File: src/rtl/sram_fifo_pkg.sv
// Shared constants and helpers for the SRAM-backed FIFO controller.
package sram_fifo_pkg;

  localparam int SRAM_LATENCY   = 5;
  localparam int DEF_WIDTH      = 8;
  localparam int DEF_DEPTH      = 8;
  localparam int DEF_OBUF_DEPTH = 8;

  // Width of a counter that must hold 0..entries inclusive.
  function automatic int credit_w(input int entries);
    return $clog2(entries + 1);
  endfunction

endpackage

File: src/rtl/sram_fifo_obuf.sv
// Circular register FIFO that captures SRAM read returns and presents a valid/ready pop port.
module sram_fifo_obuf
  import sram_fifo_pkg::*;
#(
  parameter int WIDTH      = DEF_WIDTH,
  parameter int OBUF_DEPTH = DEF_OBUF_DEPTH,
  localparam int IW        = (OBUF_DEPTH > 1) ? $clog2(OBUF_DEPTH) : 1,
  localparam int CW        = credit_w(OBUF_DEPTH)
) (
  input  logic             clk_i,
  input  logic             rst_i,
  input  logic             wr_vld_i,
  input  logic [WIDTH-1:0] wr_data_i,
  output logic             pop_vld_o,
  output logic [WIDTH-1:0] pop_data_o,
  input  logic             pop_rdy_i,
  output logic [CW-1:0]    cnt_o
);

  localparam logic [CW-1:0] LIM  = CW'(OBUF_DEPTH);
  localparam logic [IW-1:0] LAST = IW'(OBUF_DEPTH - 1);

  logic [WIDTH-1:0] mem [OBUF_DEPTH];
  logic [IW-1:0]    wr_idx, rd_idx;
  logic [CW-1:0]    cnt;
  logic             pop, wr;

  // Indices wrap explicitly so OBUF_DEPTH need not be a power of two.
  function automatic logic [IW-1:0] bump(input logic [IW-1:0] idx);
    return (idx == LAST) ? '0 : idx + IW'(1);
  endfunction

  assign pop        = (cnt != '0) && pop_rdy_i;
  assign wr         = wr_vld_i && ((cnt != LIM) || pop);
  assign pop_vld_o  = (cnt != '0);
  assign pop_data_o = mem[rd_idx];
  assign cnt_o      = cnt;

  always_ff @(posedge clk_i) begin
    if (rst_i) begin
      wr_idx <= '0;
      rd_idx <= '0;
      cnt    <= '0;
    end else begin
      if (wr)  wr_idx <= bump(wr_idx);
      if (pop) rd_idx <= bump(rd_idx);
      case ({wr, pop})
        2'b10:   cnt <= cnt + CW'(1);
        2'b01:   cnt <= cnt - CW'(1);
        default: cnt <= cnt;
      endcase
    end
  end

  // NOTE: storage has no reset; cnt gates pop_vld_o so stale contents are never visible.
  always_ff @(posedge clk_i) begin
    if (wr) mem[wr_idx] <= wr_data_i;
  end

endmodule

File: src/rtl/sram_fifo_ctrl.sv
// FIFO controller in front of a fixed-latency dual-port SRAM, with credit-limited read
// prefetch into a register output buffer. Define SRAM_FIFO_ERR_EN to add the sticky err_o flag.
module sram_fifo_ctrl
  import sram_fifo_pkg::*;
#(
  parameter int WIDTH      = DEF_WIDTH,
  parameter int DEPTH      = DEF_DEPTH,
  parameter int ADDR_W     = $clog2(DEPTH),
  parameter int LATENCY    = SRAM_LATENCY,
  parameter int OBUF_DEPTH = DEF_OBUF_DEPTH
) (
  input  logic              clk_i,
  input  logic              rst_i,
  input  logic              push_i,
  input  logic [WIDTH-1:0]  push_data_i,
  output logic              full_o,
  output logic              pop_vld_o,
  output logic [WIDTH-1:0]  pop_data_o,
  input  logic              pop_rdy_i,
  output logic              sram_wen_o,
  output logic [ADDR_W-1:0] sram_waddr_o,
  output logic [WIDTH-1:0]  sram_wdata_o,
  output logic              sram_ren_o,
  output logic [ADDR_W-1:0] sram_raddr_o,
  input  logic [WIDTH-1:0]  sram_rdata_i,
`ifdef SRAM_FIFO_ERR_EN
  output logic              err_o,
`endif
  input  logic              sram_vld_i
);

  localparam int CW = credit_w(OBUF_DEPTH);
  localparam logic [ADDR_W:0] FULL_CNT = (ADDR_W + 1)'(DEPTH);
  localparam logic [CW:0]     CREDITS  = (CW + 1)'(OBUF_DEPTH);

  if (OBUF_DEPTH < 2 || LATENCY < 1) begin : g_cfg_check
    $error("sram_fifo_ctrl: OBUF_DEPTH must be >= 2 and LATENCY >= 1");
  end

  logic [ADDR_W:0] wr_ptr, rd_ptr, sram_cnt;
  logic [CW-1:0]   inflight, inflight_nxt, obuf_cnt;
  logic [CW:0]     credit_used;
  logic            push_ok;

  assign sram_cnt    = wr_ptr - rd_ptr;
  assign credit_used = {1'b0, inflight} + {1'b0, obuf_cnt};
  assign full_o      = (sram_cnt == FULL_CNT);
  assign push_ok     = push_i && !full_o;

  assign sram_wen_o   = push_ok;
  assign sram_waddr_o = wr_ptr[ADDR_W-1:0];
  assign sram_wdata_o = push_data_i;

  // A read is issued only when its return is guaranteed a slot in the output buffer.
  assign sram_ren_o   = (sram_cnt != '0) && (credit_used < CREDITS);
  assign sram_raddr_o = rd_ptr[ADDR_W-1:0];

  always_comb begin
    // NOTE: default first so every path assigns inflight_nxt; a missing branch would infer a latch.
    inflight_nxt = inflight;
    case ({sram_ren_o, sram_vld_i})
      2'b10:   inflight_nxt = inflight + CW'(1);
      2'b01:   inflight_nxt = inflight - CW'(1);
      default: ;
    endcase
  end

  always_ff @(posedge clk_i) begin
    if (rst_i) begin
      wr_ptr   <= '0;
      rd_ptr   <= '0;
      inflight <= '0;
    end else begin
      // NOTE: non-blocking so every register here updates from pre-edge values.
      if (push_ok)    wr_ptr <= wr_ptr + (ADDR_W + 1)'(1);
      if (sram_ren_o) rd_ptr <= rd_ptr + (ADDR_W + 1)'(1);
      inflight <= inflight_nxt;
    end
  end

  sram_fifo_obuf #(
    .WIDTH      (WIDTH),
    .OBUF_DEPTH (OBUF_DEPTH)
  ) u_obuf (
    .clk_i      (clk_i),
    .rst_i      (rst_i),
    .wr_vld_i   (sram_vld_i),
    .wr_data_i  (sram_rdata_i),
    .pop_vld_o  (pop_vld_o),
    .pop_data_o (pop_data_o),
    .pop_rdy_i  (pop_rdy_i),
    .cnt_o      (obuf_cnt)
  );

`ifdef SRAM_FIFO_ERR_EN
  logic obuf_full, pop_fire;

  assign obuf_full = (obuf_cnt == CREDITS[CW-1:0]);
  assign pop_fire  = pop_vld_o && pop_rdy_i;

  always_ff @(posedge clk_i) begin
    if (rst_i) begin
      err_o <= 1'b0;
    end else if ((push_i && full_o) ||
                 (sram_vld_i && (inflight == '0)) ||
                 (sram_vld_i && obuf_full && !pop_fire)) begin
      err_o <= 1'b1;
    end
  end
`endif

endmodule

File: config.mk
export PLATFORM = sky130hd
export DESIGN_NAME = sram_fifo_ctrl
export DESIGN_NICKNAME = d
export VERILOG_FILES = /design/src/rtl/sram_fifo_pkg.sv /design/src/rtl/sram_fifo_obuf.sv /design/src/rtl/sram_fifo_ctrl.sv
export SDC_FILE = /design/constraint.sdc
export NUM_CORES = 1
export LEC_CHECK = 0
export ABC_AREA = 0
export ABC_CLOCK_PERIOD_IN_PS = 9200
export CAP_MARGIN = 20
export CORE_ASPECT_RATIO = 1.5
export CORE_MARGIN = 4
export CORE_UTILIZATION = 35
export CTS_BUF_LIST = sky130_fd_sc_hd__clkbuf_8 sky130_fd_sc_hd__clkbuf_16
export DETAILED_ROUTE_END_ITERATION = 10
export HOLD_SLACK_MARGIN = 0.15
export PLACE_DENSITY_LB_ADDON = 0.15
export SLEW_MARGIN = 20
export SYNTH_ARGS = -nofsm -noshare
export SYNTH_HDL_FRONTEND = slang
export SYNTH_SLANG_ARGS = --single-unit
File: constraint.sdc
create_clock -name clk_i -period 9.2 [get_ports clk_i]
set_input_delay 0.92 -clock clk_i [delete_from_list [all_inputs] [get_ports clk_i]]
set_output_delay 0.92 -clock clk_i [all_outputs]
set_load 0.02 [all_outputs]
; After elaboration in Yosys (flattened, before gate mapping)
; Memory sizes are Yosys's and may differ from the RTL's. A register that Yosys moved wholly into a read port is not among the register bits.
; Cells that the tools add are included.
[word_totals]
ramBits = 64
input_bits = 21
ff_bits = 22
mem_bits_ro = 0
memories = 1
wordCells = 44
latchBits = 0
[mem_list]
columns = name, depth, word_bits, read_ports, rd_clocked_by_memory_dff, wr, line
row1 = u_obuf.mem, 8, 8, 1, 1, 1, sram_fifo_obuf.sv:23  ; logic [WIDTH-1:0] mem [OBUF_DEPTH];
[op_classes]
eq_ne = 8
n_div = 0
n_bitwise = 0
muxes = 8
n_addsub = 10
multipliers = 0
magnitude_cmp = 1
reduce_logical = 10
shifts = 0
[op_table]
columns = operator, count
row1 = $add 4x1->4 const B, 4
row2 = $pmux 4 s2, 2
row3 = $mux 3, 4
row4 = $reduce_bool 4->1, 2
row5 = $sub 4x1->4 const B, 2
row6 = $add 3x1->3 const B, 2
row7 = $eq 3x3->1 const B, 2
row8 = $add 4x4->5, 1
row9 = $lt 5x4->1 const B, 1
row10 = $eq 2x1->1 const B, 2
row11 = $eq 2x2->1 const B, 2
row12 = $eq 4x4->1 const B, 1
row13 = $logic_and 1x1->1, 4
row14 = $ne 4x4->1 const B, 1
row15 = $reduce_bool 2->1, 2
row16 = $sub 4x4->4, 1
row17 = $mux 1, 2
row18 = $logic_not 1->1, 1
row19 = $logic_or 1x1->1, 1

; Depth between registers and ports, before layout
[depth]
ltp_word = 6
depth_mapped = 13
mapped_depth_nobuf = 13

; Cells and area by module
; From an unflattened synthesis, not the netlist that was laid out.
[hier_totals]
cells_unflattened = 307
hier_area_um2 = 4291.6
[modules_own_cells]
columns = mod, seq_area_each_um2, n_inst, area_each_um2, cells_each
row1 = sram_fifo_obuf, 2182.1, 1, 3226.8, 176
row2 = sram_fifo_ctrl, 240.2, 1, 1064.8, 131

; Least setup slack after synthesis
; No wires, ideal clock.
[synth_path]
path_kind = register -> register
startpoint = register rd_ptr[2]
endpoint = register inflight[3]
slack_ns = 6.326
required_time_ns = 9.130
n_path_buf = 0
stages_incl_launch_ff = 14
arrival_time_ns = 2.804
setup_ns = 0.070
path_cell_list = dfxtp_1 -> inv_1 -> ha_1 -> a21oi_1 -> a21oi_1 -> or2_1 -> o21ai_0 -> ha_1 -> ha_1 -> a21o_1 -> a21oi_1 -> xnor2_1 -> or3_1 -> a21oi_1
[synth_via]
elab_chain_len = 5
word_cells_on_any_way = 7
classes_between = add/sub (1) / eq/ne (2) / mux (1) / reduce/logical (3)
[synth_rtl]
columns = item, line
row1 = from (decl), sram_fifo_ctrl.sv:40  ; logic [ADDR_W:0] wr_ptr, rd_ptr, sram_cnt;
row2 = from (signal assigned), sram_fifo_ctrl.sv:76  ; if (sram_ren_o) rd_ptr <= rd_ptr + (ADDR_W + 1)'(1);
row3 = $sub 4x4->4 (*), sram_fifo_ctrl.sv:45  ; assign sram_cnt = wr_ptr - rd_ptr;
row4 = $reduce_bool 4->1 (*), sram_fifo_ctrl.sv:55  ; assign sram_ren_o = (sram_cnt != '0) && (credit_used < CREDITS);
row5 = $logic_and 1x1->1 (*), sram_fifo_ctrl.sv:55
row6 = $eq 2x1->1 or $eq 2x2->1 (tied branches), sram_fifo_ctrl.sv:61  ; case ({sram_ren_o, sram_vld_i})
row7 = $pmux 4 s2 or $reduce_bool 2->1 (tied branches), -
row8 = to (signal assigned), sram_fifo_ctrl.sv:77  ; inflight <= inflight_nxt;
row9 = to (decl), sram_fifo_ctrl.sv:41  ; logic [CW-1:0] inflight, inflight_nxt, obuf_cnt;
; Every way passes the cells marked *; elsewhere a longest branch is shown, timed or not.
; A chain may end at the register's enable or synchronous reset.

; Final worst setup path
[layout_path]
startpoint = register rd_ptr[2]
endpoint = output sram_ren_o
[layout_via]
elab_chain_len = 3
[layout_rtl]
columns = item, line
row1 = $sub 4x4->4, sram_fifo_ctrl.sv:45
row2 = $reduce_bool 4->1, sram_fifo_ctrl.sv:55
row3 = $logic_and 1x1->1, sram_fifo_ctrl.sv:55
row4 = to (decl), sram_fifo_ctrl.sv:23  ; output logic sram_ren_o,
; Every way passes these cells.

==> results.py <==
metrics = {
    "die": {
        "die_w_um": 97.0,
        "fp.dieH_um": 141,
        "rows": 48,
        "io-pin-count": 47,
        "initial_utilization_pct": 35.9,
        "core_um2": 11600,
        "die_area_um2": 13700,
    },
    "final_layout": {
        "drive_gt1_share_pct": 15.3,
        "antenna_cells": 0,
        "nets": 363,
        "layoutNonFillerInstCount": 477,
        "area_growth_pct": 17.9,
        "stdcell_area_um2": 4900,
        "post-route-util_pct": 42.3,
    },
    "detailed_routing": {
        "drtIter0Drc": 78,
        "drtAntennaViolNets": 0,
        "post-route-drc-count": 0,
        "vias_per_cell": 4.98,
        "drt-pass1-iter-count": 4,
        "num_vias": 2375,
        "wl_per_cell_um": 16.6,
        "totalWireLength_um": 7930,
    },
    "pwr": {
        "irDropWorstVdd_mv": 0.156,
        "p_per_area_nw_per_um2": 297,
        "seq_power_share_pct": 36.1,
        "internal_power_mw": 0.994,
        "p_switching_mw": 0.459,
        "clockPowerShare_pct": 30.0,
        "leakage_nw": 1.74,
        "pwr-share-comb_pct": 33.9,
        "power_mw": 1.45,
        "p_sw_share_pct": 31.6,
    },
    "timing": {
        "timing.fmax_ghz": 0.270,
        "tightest_slew_ns": 1.01,
        "final-max-slew-violation-count": 0,
        "finalCritPeriodShare_pct": 40.2,
        "setup_viol": 0,
        "fin_crit_ns": 3.70,
        "finClkSkew_ns": 0.00623,
        "finalSetupTns_ns": 0,
        "max_slew_margin_pct": 32.1,
        "finalHoldViolCount": 0,
        "grt_setup_unrepaired": "no",
    },
    "clocking": {
        "hold_buffers": 0,
        "clk-insertion-delay-late_ns": 0.33,
        "cts_tree": "yes",
        "path_clk_slew_ns": 0.06,
        "numCtsBuffers": 9,
        "htreeDepth": 3,
        "clk_path_buf_depth": 2,
        "cts_resized": 0,
        "cts_num_sinks": 89,
        "cts-root-buf": "clkbuf_16",
        "postCtsSetupBuffers": 0,
    },
    "yosys": {
        "synth.top_cell.area_share_pct": 46.2,
        "syn_nets": 341,
        "synth_cells": 300,
        "synth_edf_count": 64,
        "synthArstFlopShare_pct": 0,
        "yosys_most_used_dff": "edfxtp_1",
        "yosysUniqueCellTypes": 47,
        "synth_top_cell_by_area": "edfxtp_1",
        "synth_most_common_cell": "edfxtp_1",
        "synth_area_um2": 4160,
        "yosysSeqAreaShare_pct": 58.3,
        "synthTopCellsByCount": "edfxtp_1 (64), dfxtp_1 (25), nor2_1 (21)",
        "synthTopCellsByArea": "edfxtp_1 (46%), dfxtp_1 (12%), ha_1 (5.4%), mux4_2 (5.4%), mux4_1 (3.8%)",
        "syn_area_per_cell_um2": 13.9,
        "synth_seq_cells": 89,
        "synth_warnings": 0,
    },
    "worst_setup_path": {
        "cpMaxStageDelayCell": "clkdlybuf4s50_1",
        "start_kind": "flip-flop",
        "crit_chain": "inv_1, ha_1, a21oi_1, a21oi_1, or2_1, o21ai_0, inv_1, clkdlybuf4s50_1",
        "end_kind": "output pin",
        "cp_max_fo": 4,
        "required_ns": 8.28,
        "arrival_ns": 2.78,
        "worstSetupPathType": "reg -> out",
        "slowest_delay_ns": 0.54,
    },
    "global_route": {
        "grt_pass1_vias": 2500,
        "grt_max_degree": 27,
        "grt_usage_pct": 12.2,
        "grt_pass1_wl_um": 13100,
        "antenna_found_initial": 0,
        "grt.overflow.total": 0,
    },
    "job": {
        "max-cap-violations": 0,
    },
    "place": {
        "dp_hpwl_um": 5380,
        "portBuffers": 30,
        "post_dp_cell_area_um2": 4540,
        "place.gp.congestion": 0.716,
        "dp_cells": 461,
    },
    "min_path": {
        "hold_class": "reg -> reg",
    },
    "status": {
        "outcome": "completed",
    },
}
power by group through the flow:
stage	Sequential, mW	Combinational (mW)	Clock, mW
after global routing	0.534	0.551	0.461
after floorplan	0.502	0.390	0
final	0.525	0.493	0.436
after CTS	0.528	0.503	0.445
after global placement	0.535	0.495	0
after detailed placement	0.536	0.499	0
worst max-delay path: cells and delay by family (launching register included):
family	cells	cell delay, ns
buffers and inverters	3	0.73
AO/OA/AOI/OAI	3	0.66
flip-flops	1	0.38
adder cells (fa/ha/maj)	1	0.36
AND/OR/NAND/NOR	1	0.32
metal layers:
layer	global-route usage [%]	routed length, µm	share of wire, %	vias to the layer above
met5	0	0	0	-
met4	4.29	70	0.88	0
met3	2.75	226	2.9	5
met2	22.2	4260	54	34
met1	14.1	3370	43	1174
li1	-	-	-	1162
placed cells by master (no fill, tap or decap), drive strengths merged, types with 2 or more instances in the layout:
cell and count:
edfxtp 64, clkdlybuf4s50 30, dfxtp 25, nor2 21
a21oi 18, ha 18, inv 17, mux4 16
nand2 15, nor3 10, nand3 9, clkbuf 9
mux2 9, a31oi 5, or3 5, xnor2 5
xor2 4, bufinv 4, o21ai 4, nand2b 4
and3 4, nor2b 3, nand4 3, and2 3
o21a 2, o311ai 2, a211oi 2, a21o 2
fa 2, buf 2
cells by family after synthesis:
logic type	after synthesis	share of synthesized area [%]
xor gates and xnor gates	9	2.08
muxes	25	11.7
adders and majority gates	20	6.38
buffers and inverters	36	4.91
AOI/OAI and AO/OA	39	6.50
DFF	89	58.3
and+or+nand+nor	82	10.1
path summary, 6_finish.rpt:
kind / from / depth (start not counted) / to / slack, ns
worst min register to register: u_obuf.rd_idx[2]$_SDFFE_PP0P_ / 2 / u_obuf.rd_idx[2]$_SDFFE_PP0P_ / 0.49
worst max register to register: rd_ptr[2]$_SDFFE_PP0P_ / 13 / inflight[3]$_SDFFE_PP0P_ / 5.90
worst min-delay path: u_obuf.rd_idx[2]$_SDFFE_PP0P_ / 2 / u_obuf.rd_idx[2]$_SDFFE_PP0P_ / 0.49
worst max-delay path: rd_ptr[2]$_SDFFE_PP0P_ / 8 / sram_ren_o / 5.50
flip-flops by register name, indices dropped and copies added (netlist names), named ones only:
register / cells
u_obuf.rd_idx: 3
rd_ptr: 4
u_obuf.mem: 64
u_obuf.wr_idx: 3
inflight: 4
wr_ptr: 4
u_obuf.cnt_o: 4
layout make-up:
| type | count | area, µm² |
|---|---|---|
| clock buffer | 9 | 225 |
| clock inverter | 7 | 135 |
| fill | 1059 | 6690 |
| inverter | 15 | 56.3 |
| multi-input combinational | 175 | 1560 |
| sequential | 89 | 2420 |
| tap | 150 | 188 |
| timing repair buffer | 32 | 315 |
through the flow:
step,hold WS (ns),worst slack (ns)
2_1_floorplan,0.455,6.33
3_3_place_gp,0.479,5.70
3_5_place_dp,0.487,5.62
4_1_cts,0.499,5.34
5_1_grt,0.521,5.31
6_report,0.490,5.50
Note: power is estimated with default switching activity, not from simulation.
==> variant, RTL diff (same settings) <==
Change the package constant `DEF_OBUF_DEPTH` from 8 to 32.
--- a/src/rtl/sram_fifo_pkg.sv
+++ b/src/rtl/sram_fifo_pkg.sv
@@ -4,7 +4,7 @@
   localparam int SRAM_LATENCY   = 5;
   localparam int DEF_WIDTH      = 8;
   localparam int DEF_DEPTH      = 8;
-  localparam int DEF_OBUF_DEPTH = 8;
+  localparam int DEF_OBUF_DEPTH = 32;
 
   // Width of a counter that must hold 0..entries inclusive.
   function automatic int credit_w(input int entries);
Check against the original RTL: not equivalent (Yosys sat finds a counterexample within 10 cycles, from zero or initial values and one cycle with rst_i high).
==> variant against the unedited design <==
Synthesized area rose to 2.9 times the old value; core utilization down 2.6 points; synthesized cell count up 120%; design area rose to 2.8 times the old value; total power up 150%; routed wire length rose to 3.3 times the old value; sequential cell count up 202; worst setup slack worse by 1200 ps; highest routed layer unchanged; critical endpoint is now pop_data_o[7].
==> variant: results (changes against the unedited design) <==
outcome=completed; vias per inst=5.288 (+6.2%); nets=741 (+100%); largest cells by area after synthesis=edfxtp_1 (63%), mux4_2 (15%), dfxtp_1 (5.8%); Clock Tree Buf Depth=3 (+1); wire per inst=23.03 µm (+39%); max_slew headroom=26.02% (-6.1 points); clk_skew=11.31 ps (+5.075 ps); layout cell share with drive strength beyond 1=21.63% (+6.3 points); clk_lat worst skew=540 ps (+210 ps); max reg flops=256 (+300%); first-pass detailed-route iteration total=5 (+1); Critical Path AT=4010 ps (+1230 ps); first-pass GRT wire length=40070 µm (+210%); largest net degree at the start of global routing=65 (+140%); CTS HTree Levels=1 (-2); register area share after synthesis=69.06% (+11 points); syn_nets=719 (+110%); EDFF count, synth=256 (+300%); vias in the first global route=6456 (+160%); Unique masters post-synth=48 (+2.1%); Detail Placement HPWL=16650 µm (+210%); most instantiated cells after synthesis=edfxtp_1 (256), mux4_2 (80), nor2_1 (56); GR Util All Layers=13.83% (+1.6 points); Leak=4.301 nW (+150%)
## variant: changes by cell type in the layout (fill, tap and decap cells not counted), sizes merged, moves of 6 or more
cell and change:
edfxtp +192, mux4 +64, nor2 +35, clkbuf +20, buf +10, clkinv +10, dfxtp +10, inv +10
ha +8, clkdlybuf4s50 -7, o21ai +7, mux2i +6
## variant: kinds of logic after synthesis
family,synth area share [%]
AO/OA/AOI/OAI,3.101
flip-flops,69.06
multiplexers,16.35
buffers and inverters,2.606
adder cells (fa/ha/maj),3.008
XOR/XNOR,0.7933
AND/OR/NAND/NOR,5.079
## variant: metal layers
metal  vias up  track usage, %  routed length (µm)
met3        34           1.923                1070
met5         -               0                   0
met2       135           24.44               13770
met1      3138           18.15               10910
met4         0           3.209                 433
li1       2706               -                   -
## variant: final timing paths
| check | depth (start not counted) | start | endpoint | slack (ps) |
|---|---|---|---|---|
| worst max-delay path | 5 | flop | pop_data_o[7] | 4270 |
| worst min-delay path | 2 | inflight[4] | inflight[4] | 500 |
| worst min register to register | 2 | inflight[4] | inflight[4] | 500 |
| worst max register to register | 14 | rd_ptr[2] | inflight[4] | 5410 |
## variant: layout make-up
type | count | area [µm²]
Clock buffer | 29 | 725.7
Clock inverter | 22 | 121.4
Fill cell | 3085 | 20690
Inverter | 18 | 67.56
Multi-Input combinational cell | 317 | 3441
Sequential cell | 291 | 8393
Tap cell | 425 | 531.8
Timing Repair Buffer | 35 | 302.8
## variant: critical path: stages, from the launching register on
cell and delay (ps):
dfxtp_4 580, buf_4 810, mux4_2 610, mux4_2 540, mux2_2 310, clkdlybuf4s50_1 540
## variant: where the power goes
group / internal [mW] / switching (mW) / total (mW)
registers: 1.48 / 0.0688 / 1.55
logic: 0.487 / 0.510 / 0.997
clock network: 0.595 / 0.478 / 1.07
total: 2.56 / 1.06 / 3.62
## variant: through the flow
stage | instances | hold slack (ps) | utilization [%] | cell area, µm² | worst slack (ps)
after global routing | 1137 | 542.5 | 39.63 | 13580 | 3989
after CTS | 1137 | 510.3 | 39.72 | 13610 | 4116
final | 1137 | 504.8 | 39.63 | 13580 | 4269
after global placement | 1086 | 491.0 | 37.27 | 12770 | 4747
after detailed placement | 1086 | 499.6 | 37.25 | 12770 | 4707
after floorplan | 670 | 462.6 | - | 12150 | 5708
